## src/rtl/game_over_pkg.sv

```systemverilog
// Shared types and constants for the game-over sprite sequencer.
// Screen geometry sets the default sprite placement: centred in X, resting mid-screen in Y.
package game_over_pkg;

  localparam int COORD_W     = 11;
  localparam int SCREEN_W    = 640;
  localparam int SCREEN_H    = 480;
  localparam int SPRITE_SIZE = 32;

  typedef enum logic [2:0] {
    ST_IDLE     = 3'd0,
    ST_DROP     = 3'd1,
    ST_BLINK    = 3'd2,
    ST_WAIT_KEY = 3'd3,
    ST_RESTART  = 3'd4
  } state_e;

  // Counter width for a counter that must hold values 0..n-1 (never narrower than 1 bit).
  function automatic int cnt_width(input int n);
    return (n > 1) ? $clog2(n) : 1;
  endfunction

endpackage

```

## src/rtl/key_rise_detect.sv

```systemverilog
// Single-cycle press pulse from an already-synchronised key level.
// The previous-value register runs every cycle so a held key never re-triggers.
module key_rise_detect (
  input  logic clk,
  input  logic resetN,
  input  logic key_i,
  output logic rise_o
);

  logic prev_q;

  always_ff @(posedge clk) begin
    if (!resetN) begin
      prev_q <= 1'b0;
    end else begin
      prev_q <= key_i;
    end
  end

  assign rise_o = key_i & ~prev_q;

endmodule

```

## src/rtl/game_over_ctrl.sv

```systemverilog
// Game-over sprite sequencer: freeze, drop the bitmap, optionally blink, wait for a fresh key press.
// The blink phase is compiled in only when GAME_OVER_BLINK_EN is defined.
import game_over_pkg::*;

module game_over_ctrl #(
  parameter int START_X       = (SCREEN_W - SPRITE_SIZE) / 2,
  parameter int START_Y       = 0,
  parameter int TARGET_Y      = (SCREEN_H - SPRITE_SIZE) / 2,
  parameter int DROP_SPEED    = 4,
  parameter int BLINK_FRAMES  = 15,
  parameter int BLINK_TOGGLES = 6
) (
  input  logic               clk,
  input  logic               resetN,
  input  logic               startOfFrame,
  input  logic               playerDead,
  input  logic               restartKey,
  output logic [COORD_W-1:0] topLeftX,
  output logic [COORD_W-1:0] topLeftY,
  output logic               show,
  output logic               gameFreeze,
  output logic               restartReq
);

  // Handshake-free block: playerDead is a level/pulse qualified by IDLE, startOfFrame is a
  // single-cycle strobe, and restartReq is a single-cycle strobe the game logic must not stall.

  state_e             state_q, state_d;
  logic [COORD_W-1:0] y_q, y_d;
  logic               show_q, show_d;
  logic               freeze_q, freeze_d;
  logic               req_q, req_d;
  logic               key_rise;

  // One extra bit keeps the drop sum from wrapping before the clamp compare.
  logic [COORD_W:0]   y_sum;
  logic               drop_done;

  assign y_sum     = {1'b0, y_q} + (COORD_W + 1)'(DROP_SPEED);
  assign drop_done = (y_sum >= (COORD_W + 1)'(TARGET_Y));

`ifdef GAME_OVER_BLINK_EN
  localparam int FRAME_W  = cnt_width(BLINK_FRAMES);
  localparam int TOGGLE_W = cnt_width(BLINK_TOGGLES + 1);

  logic [FRAME_W-1:0]  frame_q, frame_d;
  logic [TOGGLE_W-1:0] toggle_q, toggle_d;
  logic                frame_wrap;
  logic                blink_done;

  assign frame_wrap = (frame_q == FRAME_W'(BLINK_FRAMES - 1));
  assign blink_done = frame_wrap && (toggle_q == TOGGLE_W'(BLINK_TOGGLES - 1));
`endif

  key_rise_detect u_key_rise (
    .clk    (clk),
    .resetN (resetN),
    .key_i  (restartKey),
    .rise_o (key_rise)
  );

  // State register and registered outputs.
  always_ff @(posedge clk) begin
    if (!resetN) begin
      state_q  <= ST_IDLE;
      y_q      <= COORD_W'(START_Y);
      show_q   <= 1'b0;
      freeze_q <= 1'b0;
      req_q    <= 1'b0;
`ifdef GAME_OVER_BLINK_EN
      frame_q  <= '0;
      toggle_q <= '0;
`endif
    end else begin
      state_q  <= state_d;
      y_q      <= y_d;
      show_q   <= show_d;
      freeze_q <= freeze_d;
      req_q    <= req_d;
`ifdef GAME_OVER_BLINK_EN
      frame_q  <= frame_d;
      toggle_q <= toggle_d;
`endif
    end
  end

  // Next-state logic.
  always_comb begin
    state_d = state_q;
    case (state_q)
      ST_IDLE: begin
        if (playerDead) state_d = ST_DROP;
      end
      ST_DROP: begin
        if (startOfFrame && drop_done) begin
`ifdef GAME_OVER_BLINK_EN
          state_d = ST_BLINK;
`else
          state_d = ST_WAIT_KEY;
`endif
        end
      end
`ifdef GAME_OVER_BLINK_EN
      ST_BLINK: begin
        if (startOfFrame && blink_done) state_d = ST_WAIT_KEY;
      end
`endif
      ST_WAIT_KEY: begin
        if (key_rise) state_d = ST_RESTART;
      end
      ST_RESTART: begin
        state_d = ST_IDLE;
      end
      default: begin
        state_d = ST_IDLE;
      end
    endcase
  end

  // Output / datapath next values.
  always_comb begin
    y_d      = y_q;
    show_d   = show_q;
    freeze_d = freeze_q;
    req_d    = 1'b0;
`ifdef GAME_OVER_BLINK_EN
    frame_d  = frame_q;
    toggle_d = toggle_q;
`endif
    case (state_q)
      ST_IDLE: begin
        if (playerDead) begin
          show_d   = 1'b1;
          freeze_d = 1'b1;
          y_d      = COORD_W'(START_Y);
        end
      end
      ST_DROP: begin
        if (startOfFrame) begin
          y_d = drop_done ? COORD_W'(TARGET_Y) : y_sum[COORD_W-1:0];
`ifdef GAME_OVER_BLINK_EN
          if (drop_done) begin
            frame_d  = '0;
            toggle_d = '0;
          end
`endif
        end
      end
`ifdef GAME_OVER_BLINK_EN
      ST_BLINK: begin
        if (startOfFrame) begin
          if (frame_wrap) begin
            show_d   = ~show_q;
            frame_d  = '0;
            toggle_d = toggle_q + 1'b1;
          end else begin
            frame_d  = frame_q + 1'b1;
          end
        end
      end
`endif
      ST_WAIT_KEY: begin
        show_d = 1'b1;
        if (key_rise) req_d = 1'b1;
      end
      ST_RESTART: begin
        show_d   = 1'b0;
        freeze_d = 1'b0;
        y_d      = COORD_W'(START_Y);
      end
      default: begin
        show_d   = 1'b0;
        freeze_d = 1'b0;
        y_d      = COORD_W'(START_Y);
      end
    endcase
  end

  // X never moves, so a constant drive is as glitch-free as a register.
  assign topLeftX   = COORD_W'(START_X);
  assign topLeftY   = y_q;
  assign show       = show_q;
  assign gameFreeze = freeze_q;
  assign restartReq = req_q;

endmodule

```

## config.mk

```make
export PLATFORM = sky130hd
export DESIGN_NAME = game_over_ctrl
export DESIGN_NICKNAME = d
export VERILOG_FILES = /design/src/rtl/game_over_pkg.sv /design/src/rtl/key_rise_detect.sv /design/src/rtl/game_over_ctrl.sv
export SDC_FILE = /design/constraint.sdc
export NUM_CORES = 1
export LEC_CHECK = 0
export BUFFER_PORTS_ARGS = -buffer_cell sky130_fd_sc_hd__clkbuf_2
export CORE_MARGIN = 2
export CORE_UTILIZATION = 47
export DETAILED_ROUTE_END_ITERATION = 16
export PLACE_DENSITY = 0.79
export SLEW_MARGIN = 30
export SYNTH_ARGS = -nofsm -noshare
export SYNTH_HDL_FRONTEND = slang
export SYNTH_SLANG_ARGS = --single-unit
```

## constraint.sdc

```tcl
create_clock -name clk -period 1.9 [get_ports clk]
set_input_delay 0.19 -clock clk [delete_from_list [all_inputs] [get_ports clk]]
set_output_delay 0.19 -clock clk [all_outputs]
set_load 0.03 [all_outputs]
```

=== Word level (Yosys, flattened, before mapping) ===
Index checks and enable logic that the tools add are counted.
Widths: inputs -> output; s select.

* Register bits after elaboration: 18
* Input bits: 5
* Output and inout bits: 25
* Logic and storage cells: 39

* $add $sub $neg: 1
* Order comparisons: 1
* Eq/ne operators: 6
* Mux-type cells: 12
* Bitwise gates (word level): 5
* Reduce and logical (&&, ||, !) cells: 8

{| class="wikitable"
|+ Operator list
! operator !! number
|-
| $mux 11 || 3
|-
| $pmux 11 s3 || 1
|-
| $add 11x3->12 const B || 1
|-
| $ge 12x8->1 const B || 1
|-
| $mux 3 || 3
|-
| $pmux 3 s3 || 1
|-
| $ne 2x2->1 const B || 4
|-
| $reduce_and 2->1 || 3
|-
| $reduce_and 3->1 || 2
|-
| $not 1->1 || 4
|-
| $eq 3x1->1 const B || 1
|-
| $eq 3x2->1 const B || 1
|-
| $logic_not 3->1 || 1
|-
| $pmux 1 s3 || 1
|-
| $mux 1 || 2
|-
| $pmux 1 s2 || 1
|-
| $reduce_or 2->1 || 1
|-
| $and 1x1->1 || 1
|-
| $logic_and 1x1->1 || 1
|}

=== Logic depth before layout (Yosys ltp) ===
Gate-level depths: netlist of run 1.

* Word-level depth: 5
* Mapped depth: 6
* Mapped depth without buffers: 6

=== Modules after synthesis ===
A second synthesis of run 1 with hierarchy kept.

* Cell total of the unflattened synthesis: 90
* Area, all modules: 830.8 um2

{| class="wikitable"
|+ Modules (own cells, without submodules)
! module !! times used !! cells each !! area each (um2) !! seq. area each (um2)
|-
| game_over_ctrl || 1 || 87 || 790.8 || 300.3
|-
| key_rise_detect || 1 || 3 || 40.0 || 20.0
|}

=== Least setup slack after synthesis of run 1 ===
OpenSTA, ideal clock, no wires.

* Kind: register -> register
* From: register y_q[2], in the netlist topLeftY[2]
* To: register y_q[4], in the netlist topLeftY[4]
* Library setup time: 0.122 ns
* Data arrival time: 1.862 ns
* Required time: 1.778 ns
* Slack: -0.084 ns
* Cell stages (with the launch flop): 7
* Path buffers: 0
* Clock period less this slack: 1.984 ns
* Cell sequence: dfxtp_1 > ha_1 > nand3_1 > xor2_1 > o32ai_2 > nor2_1 > a221o_1

* Longest elaborated chain between the ends: 5

{| class="wikitable"
|+ RTL lines
! element !! line !! RTL
|-
| start, declared || game_over_ctrl.sv:29 || <nowiki>logic [COORD_W-1:0] y_q, y_d;</nowiki>
|-
| start signal, assigned || game_over_ctrl.sv:66 || <nowiki>y_q <= COORD_W'(START_Y);</nowiki>
|-
| start signal, assigned || game_over_ctrl.sv:76 || <nowiki>y_q <= y_d;</nowiki>
|-
| $add 11x3->12 (*) || game_over_ctrl.sv:39 || <nowiki>assign y_sum = {1'b0, y_q} + (COORD_W + 1)'(DROP_SPEED);</nowiki>
|-
| $ge 12x8->1 || game_over_ctrl.sv:40 || <nowiki>assign drop_done = (y_sum >= (COORD_W + 1)'(TARGET_Y));</nowiki>
|-
| $mux 11 (*) || game_over_ctrl.sv:140 || <nowiki>y_d = drop_done ? COORD_W'(TARGET_Y) : y_sum[COORD_W-1:0];</nowiki>
|-
| $mux 11 (*) || game_over_ctrl.sv:139 || <nowiki>if (startOfFrame) begin</nowiki>
|-
| $pmux 11 s3 (*) || game_over_ctrl.sv:130 || <nowiki>case (state_q)</nowiki>
|}

Mark *: on every way between the ends. The rest lies on a longest branch, timed or not. The select of a mux whose other input is x is not followed.
A chain may end at the register's enable or synchronous reset.

=== Worst setup path in the final report of run 1 ===
Same ends and word-level chain as after synthesis.

==> impl_metrics.ini, run 1 <==
[synthesis]
post-synth-top-area-cell = dfxtp_1
yosysUniqueCellTypes = 31
netlist_instances = 96
share_of_flip_flops_with_an_asynchronous_set_or_reset_after_synthesis = 0
synthFlopType = dfxtp_1
seq_area_frac_synth = 0.380
syn-cell-area_um2 = 842
synth_largest_type_area_fraction = 0.380
main_area_contributors_after_synthesis = dfxtp_1 (38%), buf_4 (12%), nor2_1 (4.0%)
number_of_enable_type_register_cells_in_the_synthesized_netlist = 0
synth_top_family_by_area = simple AND/OR/NAND/NOR gates
postSynthAreaPerCell_um2 = 8.77
synth.yosys.warnings = 0
synthMuxAreaShare = 0.0134
synth-seq-cells = 16
yosys.cell_count.top_type = dfxtp_1
synth.top_cells.by_count = dfxtp_1 (16), buf_4 (13), nor2_1 (9)
synth_xor_area_frac = 0.0208
fraction_of_the_mapped_netlist_area_in_compound_gates = 0.138
synth_simple_gate_area_frac = 0.270
post_synth_fa_ha_maj_area_fraction = 0.0297

[global_routing]
grt_pass1_vias = 610
sum_of_overflow_across_all_layers_after_global_routing = 0
grt_antenna_before_repair = 0
globalRouteTotalUtil = 0.170
grt_start_max_net_pins = 9
grt_pass1_wl_um = 2550

[place]
port_buffers = 16
dp_worst_setup_slack_ns = 0.0612
placedCellCount = 137
globalplace.congestion = 0.817
dp_hpwl_um = 1170

[clock_tree]
setup_buffers_after_cts = 0
path_clk_slew_ns = 0.08
htreeDepth = 1
cts_resized = 0
cts_buffer_depth = 2
clock_latency_on_the_worst_skew_pair_ns = 0.28
cts_made_buffers = 3
cts_root_buf = clkbuf_4
post_cts_hold_buffer_count = 0
clock_sink_count = 16
tritoncts = yes

[power_and_ir_drop]
max-vdd-ir-drop_mv = 0.478
sw_pwr_w = 0.000173
pwr_density_cell_mw_per_mm2 = 642
internal_power_w = 0.000438
seqPwrFrac = 0.573
pwr-share-clk = 0.283
power_frac_comb = 0.144
p_sw_frac = 0.283
leakagePower_nw = 0.423

[detailed_routing]
detail_route.vias_per_cell = 4.88
drt_first_iter_violations = 7
detailedRoute.firstPassIterationCount = 5
ant_nets = 0
postRouteWirelength_um = 1540
detail_route.wl_per_cell_um = 10.9
route.vias.total = 693
drc = 0

[setup_path]
crit_path_max_fanout = 6
worstSetupStartpointType = flip-flop
worst_ep_required_time_ns = 2.08
arrival_ns = 1.96
timing.critical_path.slowest_stage_cell = dfxtp_2
timing_worst_setup_path_type = flip-flop to flip-flop
cp_slowest_stage_delay_ns = 0.39
worst_setup_path_end_kind = flip-flop
path_cells = ha_1 -> nand3_1 -> xor2_1 -> o32ai_2 -> buf_4 -> nor4_1 -> a221o_1

[die]
die_h_um = 46.3
floorplan.io_pins = 30
initial_utilization = 0.493
fp.dieArea_mm2 = 0.00215
die_width_um = 46.3
number_of_standard_cell_rows_in_the_floorplan = 15
core_area_mm2 = 0.00171

[sta]
period_share = 0.937
setup-violations-final = 0
hold_viol_final = 0
achievable-frequency_mhz = 561
setup_slack_ns = 0.119
fin_crit_ns = 1.78
hold_ws_ns = 0.126
finalMaxSlewViolations = 0
fin_worst_skew_ns = 0.000724

[worst_hold_path]
min-delay-path-class = input port to flip-flop

[final_layout]
seqCellArea_um2 = 323
layout.nets = 126
instances_no_fill = 142
multi_input_area_um2 = 447
drive_gt1_frac = 0.256
antenna_cells_inserted = 0
area_growth_syn_to_layout_pct = 13.1
num-fill-cells = 169

[job]
max_cap_violations = 0

[outcome]
outcome = complete, no violations
## metal layers
layer  track usage  routed length, µm
met1         0.185                618
met3        0.0745                104
met2         0.281                789
met4        0.0800                 32
met5             0                  0
## stage by stage
stage	cell area (µm²)	power [W]	utilization	setup TNS (ns)
global placement	915	0.000444	0.536	0
detailed placement	915	0.000446	0.536	0
CTS	937	0.000618	0.549	0
floorplan	886	0.000447	-	0
global route	952	0.000639	0.558	-0.00515
finish	952	0.000611	0.558	0
## area by class of cell
cell class / instances / share of cell area
multi-input combinational: 73 / 0.469
sequential: 16 / 0.339
timing repair buffer: 20 / 0.116
tap: 25 / 0.0329
clock buffer: 3 / 0.0237
inverter: 5 / 0.0197
## cell usage in the layout, fill, tap and decap left out, drive strengths merged
| master | instances |
|---|---|
| a211o | 1 |
| a21oi | 2 |
| a221o | 1 |
| a22o | 1 |
| a22oi | 2 |
| a2bb2oi | 1 |
| and2 | 5 |
| and3 | 1 |
| and4bb | 1 |
| buf | 4 |
| clkbuf | 19 |
| conb | 13 |
| dfxtp | 16 |
| ha | 2 |
| inv | 5 |
| mux2 | 1 |
| nand2 | 5 |
| nand2b | 2 |
| nand3 | 4 |
| nand3b | 1 |
| nor2 | 9 |
| nor2b | 4 |
| nor3 | 4 |
| nor3b | 1 |
| nor4 | 2 |
| o21a | 1 |
| o21ai | 5 |
| o22ai | 1 |
| o32ai | 1 |
| xnor2 | 1 |
| xor2 | 1 |
## worst max-delay path: cells and delay by family, from the launching register on
family | cells | cell delay (ns)
AO/OA/AOI/OAI | 2 | 0.54
flip-flops | 1 | 0.39
adder cells (fa/ha/maj) | 1 | 0.23
XOR/XNOR | 1 | 0.18
buffers and inverters | 1 | 0.17
AND/OR/NAND/NOR | 2 | 0.17
## final timing paths
kind / startpoint / to / slack (ns) / cells past startpoint
worst max-delay path: topLeftY[2]$_SDFFE_PN0P_ / topLeftY[4]$_SDFFE_PN0P_ / 0.12 / 7
worst min-delay path: restartKey / u_key_rise.prev_q$_SDFF_PN0_ / 0.13 / 2
worst max register to register: topLeftY[2]$_SDFFE_PN0P_ / topLeftY[4]$_SDFFE_PN0P_ / 0.12 / 7
worst min register to register: gameFreeze$_SDFFE_PN0P_ / gameFreeze$_SDFFE_PN0P_ / 0.48 / 2
## state kept, by name, summed over array words and instances, names as in the netlist
| register | flops |
|---|---|
| u_key_rise.prev_q | 1 |
| restartReq | 1 |
| gameFreeze | 1 |
| show | 1 |
| topLeftY | 9 |
| state_q | 3 |
## cells by family after synthesis
family,count (synthesis)
AND/OR/NAND/NOR,39
buffers and inverters,18
AO/OA/AOI/OAI,16
flip-flops,16
adder cells (fa/ha/maj),2
other,2
XOR/XNOR,2
multiplexers,1
## power groups by stage
stage,clock [W],combinational (W),sequential [W]
floorplan,0,0.0000794,0.000367
CTS,0.000179,0.0000882,0.000350
global route,0.000192,0.0000957,0.000351
global placement,0,0.0000864,0.000358
finish,0.000173,0.0000879,0.000350
detailed placement,0,0.0000880,0.000358
No activity file was read; power rests on OpenSTA's default activity.
==> run 2: changes to the inputs <==
--- a/config.mk
+++ b/config.mk
@@ -5,11 +5,12 @@
 export SDC_FILE = /design/constraint.sdc
 export NUM_CORES = 1
 export LEC_CHECK = 0
+export ABC_AREA = 1
 export BUFFER_PORTS_ARGS = -buffer_cell sky130_fd_sc_hd__clkbuf_2
 export CORE_MARGIN = 2
-export CORE_UTILIZATION = 47
+export CORE_UTILIZATION = 49
 export DETAILED_ROUTE_END_ITERATION = 16
-export PLACE_DENSITY = 0.79
+export PLACE_DENSITY = 0.81
 export SLEW_MARGIN = 30
 export SYNTH_ARGS = -nofsm -noshare
 export SYNTH_HDL_FRONTEND = slang
==> run 2 against run 1 <==
Utilization up 2.1 points; sequential power about the same; fmax up 13%; synthesized area up 10%; clock skew up 0.0052 ns; register-to-register slack better by 0.21 ns; final cell count up 24%; critical path depth unchanged; critical endpoint unchanged.
==> impl_metrics.ini, run 2 <==
[place]
dp_hpwl_um = 1310
globalplace.congestion = 0.822
dp_worst_setup_slack_ns = 0.353
port_buffers = 16

[setup_path]
arrival_ns = 1.79
worst_setup_path_end_kind = flip-flop
regToRegSetupSlack_ns = 0.33
timing_worst_setup_path_type = flip-flop to flip-flop
cp_slowest_stage_delay_ns = 0.45
endpoint_of_the_lowest_slack_register_to_register_path = topLeftY[4]$_SDFFE_PN0P_
worst_r2r_path_depth = 7
timing.critical_path.buf_inv = 0
worst_reg2reg_path_startpoint = topLeftY[3]$_SDFFE_PN0P_
crit_path_max_fanout = 7
timing.critical_path.slowest_stage_cell = dfxtp_1
worstSetupStartpointType = flip-flop
cp_top_family = flip-flops
worst_ep_required_time_ns = 2.12
crit_path_top_cell_by_count = nand3_2
path_cells = ha_1 -> nand3_2 -> nor2_2 -> nand3_2 -> a21oi_4 -> nand4_1 -> a21oi_1

[final_layout]
layout_commonest_cell = nand2_1
final_core_utilization = 0.578
area_growth_syn_to_layout_pct = 9.05
antenna_cells_inserted = 0
num-fill-cells = 191
flip_flop_count_of_the_largest_register_all_copies_and_words_added = 9
layout.nets = 159
most-common-layout-cells = nand2_1 (35), inv_1 (22), dfxtp_1 (16), clkbuf_2 (16), conb_1 (13)
drive_gt1_frac = 0.166

[clock_tree]
clock_latency_on_the_worst_skew_pair_ns = 0.29
cts_made_buffers = 3
post_cts_hold_buffer_count = 0
clock_sink_count = 16
path_clk_slew_ns = 0.09
setup_buffers_after_cts = 0
cts_resized = 0
cts_buffer_depth = 2
htreeDepth = 1
tritoncts = yes
cts_root_buf = clkbuf_4

[synthesis]
number_of_enable_type_register_cells_in_the_synthesized_netlist = 0
main_area_contributors_after_synthesis = dfxtp_1 (35%), nand2_1 (14%), buf_4 (11%)
seq_area_frac_synth = 0.346
synth.top_cells.by_count = nand2_1 (35), inv_1 (22), dfxtp_1 (16), buf_4 (14), a21oi_1 (9)
synth.yosys.warnings = 0
netlist_instances = 134
share_of_flip_flops_with_an_asynchronous_set_or_reset_after_synthesis = 0
post-synth-top-area-cell = dfxtp_1
synth-seq-cells = 16
syn-cell-area_um2 = 926
yosys.cell_count.top_type = nand2_1
postSynthAreaPerCell_um2 = 6.91
yosysUniqueCellTypes = 19
synth_largest_type_area_fraction = 0.346
synthFlopType = dfxtp_1

[sta]
period_share = 0.826
achievable-frequency_mhz = 637
setup-violations-final = 0
fin_worst_skew_ns = 0.00593
setup_slack_ns = 0.330
tns_ns = 0
finalMaxSlewViolations = 0
rsz0062_at_grt = no
fin_crit_ns = 1.57
hold_viol_final = 0

[detailed_routing]
drt_first_iter_violations = 11
postRouteWirelength_um = 1650
detail_route.wl_per_cell_um = 9.35
drc = 0
detailedRoute.firstPassIterationCount = 4
detail_route.vias_per_cell = 4.49
route.vias.total = 791
ant_nets = 0

[job]
max_cap_violations = 0

[worst_hold_path]
hp-start = restartKey
hold_end = u_key_rise.prev_q$_SDFF_PN0_
min-delay-path-class = input port to flip-flop
worstHoldPathCells = 3

[die]
floorplan.io_pins = 30
number_of_standard_cell_rows_in_the_floorplan = 15
core_area_mm2 = 0.00175
die_h_um = 47.5
initial_utilization = 0.530
die_width_um = 47.5
fp.dieArea_mm2 = 0.00225

[power_and_ir_drop]
p_sw_frac = 0.285
totalPowerFinal_w = 0.000668
pwr_density_cell_mw_per_mm2 = 662
seqPwrFrac = 0.524
power_frac_comb = 0.139
leakagePower_nw = 0.500
internal_power_w = 0.000478
max-vdd-ir-drop_mv = 0.555
pwr-share-clk = 0.336
sw_pwr_w = 0.000190

[global_routing]
grt_pass1_vias = 658
grt_antenna_before_repair = 0
grt_start_max_net_pins = 11
grt_pass1_wl_um = 2600
sum_of_overflow_across_all_layers_after_global_routing = 0
globalRouteTotalUtil = 0.166

[outcome]
outcome = complete, no violations
==> run 2: changes by cell type after synthesis, moves of 4 or more <==
| cell | previous run | this run |
|---|---|---|
| nand2_1 | 5 | 35 |
| inv_1 | 5 | 22 |
| a21oi_1 | 2 | 9 |
| and2_1 | 5 | 0 |
| nand4_1 | 0 | 5 |
| nor2b_1 | 4 | 0 |
==> run 2: area by class of cell <==
cell class / instances / area, µm² / area share
timing repair buffer: 16 / 80.1 / 0.0793
sequential: 16 / 320 / 0.317
multi-input combinational: 92 / 455 / 0.451
inverter: 23 / 86.3 / 0.0855
clock buffer: 4 / 36.3 / 0.0359
tap: 25 / 31.3 / 0.0310
==> run 2: worst max-delay path by stage <==
stage                                          end                startpoint  slack [ns]  cells after the start
after floorplan           topLeftY[5]$_SDFFE_PN0P_  topLeftY[3]$_SDFFE_PN0P_        0.26                      8
after detailed placement  topLeftY[4]$_SDFFE_PN0P_  topLeftY[3]$_SDFFE_PN0P_        0.35                      7
after global placement    topLeftY[5]$_SDFFE_PN0P_  topLeftY[3]$_SDFFE_PN0P_        0.44                      8
after CTS                 topLeftY[4]$_SDFFE_PN0P_  topLeftY[3]$_SDFFE_PN0P_        0.32                      7
final                     topLeftY[4]$_SDFFE_PN0P_  topLeftY[3]$_SDFFE_PN0P_        0.33                      7
after global routing      topLeftY[3]$_SDFFE_PN0P_  topLeftY[3]$_SDFFE_PN0P_        0.17                      7
==> run 2: kinds of logic (layout without fill, tap and decap cells) <==
kind of cell / after synthesis / count (layout) / share of synthesized area
other: 2 / 13 / 0.00811
AND/OR/NAND/NOR: 60 / 60 / 0.299
flip-flops: 16 / 16 / 0.346
adder cells (fa/ha/maj): 2 / 2 / 0.0270
AO/OA/AOI/OAI: 16 / 16 / 0.104
buffers and inverters: 37 / 43 / 0.207
XOR/XNOR: 1 / 1 / 0.00946
==> run 2: stage by stage <==
stage	instances	hold slack (ns)	area [µm²]
5_1_grt	176	0.106	1010
2_1_floorplan	145	0.283	967
3_5_place_dp	172	0.390	973
3_3_place_gp	172	0.387	973
6_report	176	0.0891	1010
4_1_cts	176	0.0866	1010
==> run 2: power groups by stage <==
stage,Sequential [W],Combinational (W),Clock (W)
after detailed placement,0.000358,0.0000928,0
after global routing,0.000352,0.000104,0.000248
after global placement,0.000357,0.0000929,0
after floorplan,0.000368,0.0000854,0
after CTS,0.000350,0.0000929,0.000230
final,0.000350,0.0000932,0.000225
==> run 2: routing by layer <==
metal | vias to the layer above | GRT usage | wire, µm
li1 | 429 | - | -
met1 | 336 | 0.203 | 777
met2 | 21 | 0.276 | 753
met3 | 5 | 0.0340 | 86
met4 | 0 | 0.0833 | 29
met5 | - | 0 | 0
==> run 2: worst min-delay path: cells and delay by family <==
| family | cells | cell delay, ns |
|---|---|---|
| buf+inv | 2 | 0.12 |
| simple gates | 1 | 0.04 |
==> run 3: changes to the inputs <==
==> constraint.sdc (replaced) <==
create_clock -name clk -period 1.58 [get_ports clk]
set_input_delay 0.158 -clock clk [delete_from_list [all_inputs] [get_ports clk]]
set_output_delay 0.158 -clock clk [all_outputs]
set_load 0.03 [all_outputs]
==> run 3 against run 2 <==
Highest routed layer is now met3; sequential share of layout area rose by 0.11 points; design area rose by 2.0%; largest power group unchanged; clock power rose by 17%; non-clock buffer count did not move; critical path depth fell by 1; first-iteration DRC count rose by 100%; sequential power rose by 20%; utilization rose by 1.1 points.
==> impl_metrics.ini, run 3 (synthesis gave the netlist of run 2 again) <==
[worst_hold_path]
hp-start = restartKey
worstHoldPathCells = 3
min-delay-path-class = input port to flip-flop
hold_end = u_key_rise.prev_q$_SDFF_PN0_

[die]
core_area_mm2 = 0.00175
die_width_um = 47.5
floorplan.io_pins = 30
fp.dieArea_mm2 = 0.00225
number_of_standard_cell_rows_in_the_floorplan = 15
die_h_um = 47.5
initial_utilization = 0.530

[setup_path]
timing_worst_setup_path_type = flip-flop to flip-flop
endpoint_of_the_lowest_slack_register_to_register_path = topLeftY[4]$_SDFFE_PN0P_
timing.critical_path.slowest_stage_cell = dfxtp_1
arrival_ns = 1.64
worst_setup_path_end_kind = flip-flop
worst_reg2reg_path_startpoint = topLeftY[4]$_SDFFE_PN0P_
crit_path_top_cell_by_count = nand3_2
worstSetupStartpointType = flip-flop
startpoint = topLeftY[4]$_SDFFE_PN0P_
worst_ep_required_time_ns = 1.79
regToRegSetupSlack_ns = 0.15
worst_r2r_path_depth = 6
crit_path_max_fanout = 8
path_cells = nand3_2 -> nor2_2 -> nand3_2 -> a21oi_4 -> nand4_1 -> a21oi_1
cp_slowest_stage_delay_ns = 0.52

[sta]
achievable-frequency_mhz = 698
hold_ws_ns = 0.0791
fin_worst_skew_ns = 0.000949
fin_crit_ns = 1.43
hold_viol_final = 0
rsz0062_at_grt = no
tns_ns = 0
finalMaxSlewViolations = 0
setup-violations-final = 0
period_share = 0.907

[power_and_ir_drop]
totalPowerFinal_w = 0.000797
max-vdd-ir-drop_mv = 0.564
pwr_density_cell_mw_per_mm2 = 774
leakagePower_nw = 0.500

[clock_tree]
setup_buffers_after_cts = 0
tritoncts = yes
cts_root_buf = clkbuf_4
cts_buffer_depth = 2
clock_sink_count = 16
path_clk_slew_ns = 0.09
htreeDepth = 1
cts_made_buffers = 3
clock_latency_on_the_worst_skew_pair_ns = 0.27

[detailed_routing]
detailedRoute.firstPassIterationCount = 5
met2RoutedLength_um = 857
drc = 0
met1Wirelength_um = 742
ant_nets = 0
postRouteWirelength_um = 1670
highest_layer = met3
route.vias.total = 827
detail_route.vias_per_cell = 4.70
drt_first_iter_violations = 22
met3_wirelength_um = 67
detail_route.wl_per_cell_um = 9.47

[place]
globalplace.congestion = 0.798
port_buffers = 16
placedCellCount = 172
dp_hpwl_um = 1330

[global_routing]
grt_antenna_before_repair = 0
globalRouteTotalUtil = 0.157
grt_start_max_net_pins = 11
grt_pass1_wl_um = 2560
grt_pass1_vias = 644
sum_of_overflow_across_all_layers_after_global_routing = 0

[final_layout]
layout_commonest_cell = nand2_1
most-common-layout-cells = nand2_1 (35), inv_1 (22), clkbuf_2 (16), dfxtp_1 (14), conb_1 (13)
layout.nets = 159
final_core_utilization = 0.590
instances_no_fill = 176
flip_flop_count_of_the_largest_register_all_copies_and_words_added = 9
drive_gt1_frac = 0.185
antenna_cells_inserted = 0
area_growth_syn_to_layout_pct = 11.2

[outcome]
outcome = complete, no violations

[job]
max_cap_violations = 0
==> run 3: cell counts in the layout (fill, tap and decap cells not counted) <==
No cell type changed its count.
==> run 3: worst max-delay path, delay by kind of cell (launching register included) <==
| family | cells | cell delay, ns |
|---|---|---|
| AOI/OAI and AO/OA | 2 | 0.35 |
| DFF | 1 | 0.52 |
| and+or+nand+nor | 4 | 0.50 |
==> run 3: final cells by class <==
class | count | area (µm²)
clock buffer | 4 | 36.3
fill | 168 | 716
inverter | 23 | 86.3
multi-input combinational | 92 | 468
sequential | 16 | 328
tap | 25 | 31.3
timing repair buffer | 16 | 80.1
==> run 3: worst max-delay path by stage <==
stage | depth (start not counted) | to | slack [ns]
after CTS | 7 | topLeftY[4]$_SDFFE_PN0P_ | 0.08
after global routing | 6 | topLeftY[2]$_SDFFE_PN0P_ | 0.009
final | 6 | topLeftY[4]$_SDFFE_PN0P_ | 0.15
after floorplan | 8 | topLeftY[5]$_SDFFE_PN0P_ | 0.1
after detailed placement | 7 | topLeftY[4]$_SDFFE_PN0P_ | 0.11
after global placement | 8 | topLeftY[5]$_SDFFE_PN0P_ | 0.19
==> run 3: power breakdown <==
group          internal (W)  leakage (nW)  switching, W  total [W]
clock network      0.000140        0.0210      0.000123   0.000263
logic             0.0000219         0.347     0.0000913   0.000113
registers          0.000411         0.132    0.00000947   0.000421
total              0.000573         0.500      0.000224   0.000797
==> run 3: metal layers <==
layer / track usage / vias to the layer above
li1: - / 429
met1: 0.208 / 376
met3: 0.0226 / 0
met2: 0.278 / 22
met4: 0.0167 / 0
met5: 0 / -
==> run 3: what timing repair did <==
action | 4_1_cts | 5_1_grt
setup endpoints to repair | 0 | 7
endpoints found under the hold margin | 0 | 0
hold buffers | 0 | 0
resized for setup | 0 | 4
==> run 3: per-stage QoR <==
step,cell area (µm²),worst slack (ns)
finish,1030,0.148
global route,1030,0.00860
CTS,1010,0.0759
detailed placement,976,0.105
global placement,976,0.189
floorplan,970,0.0953
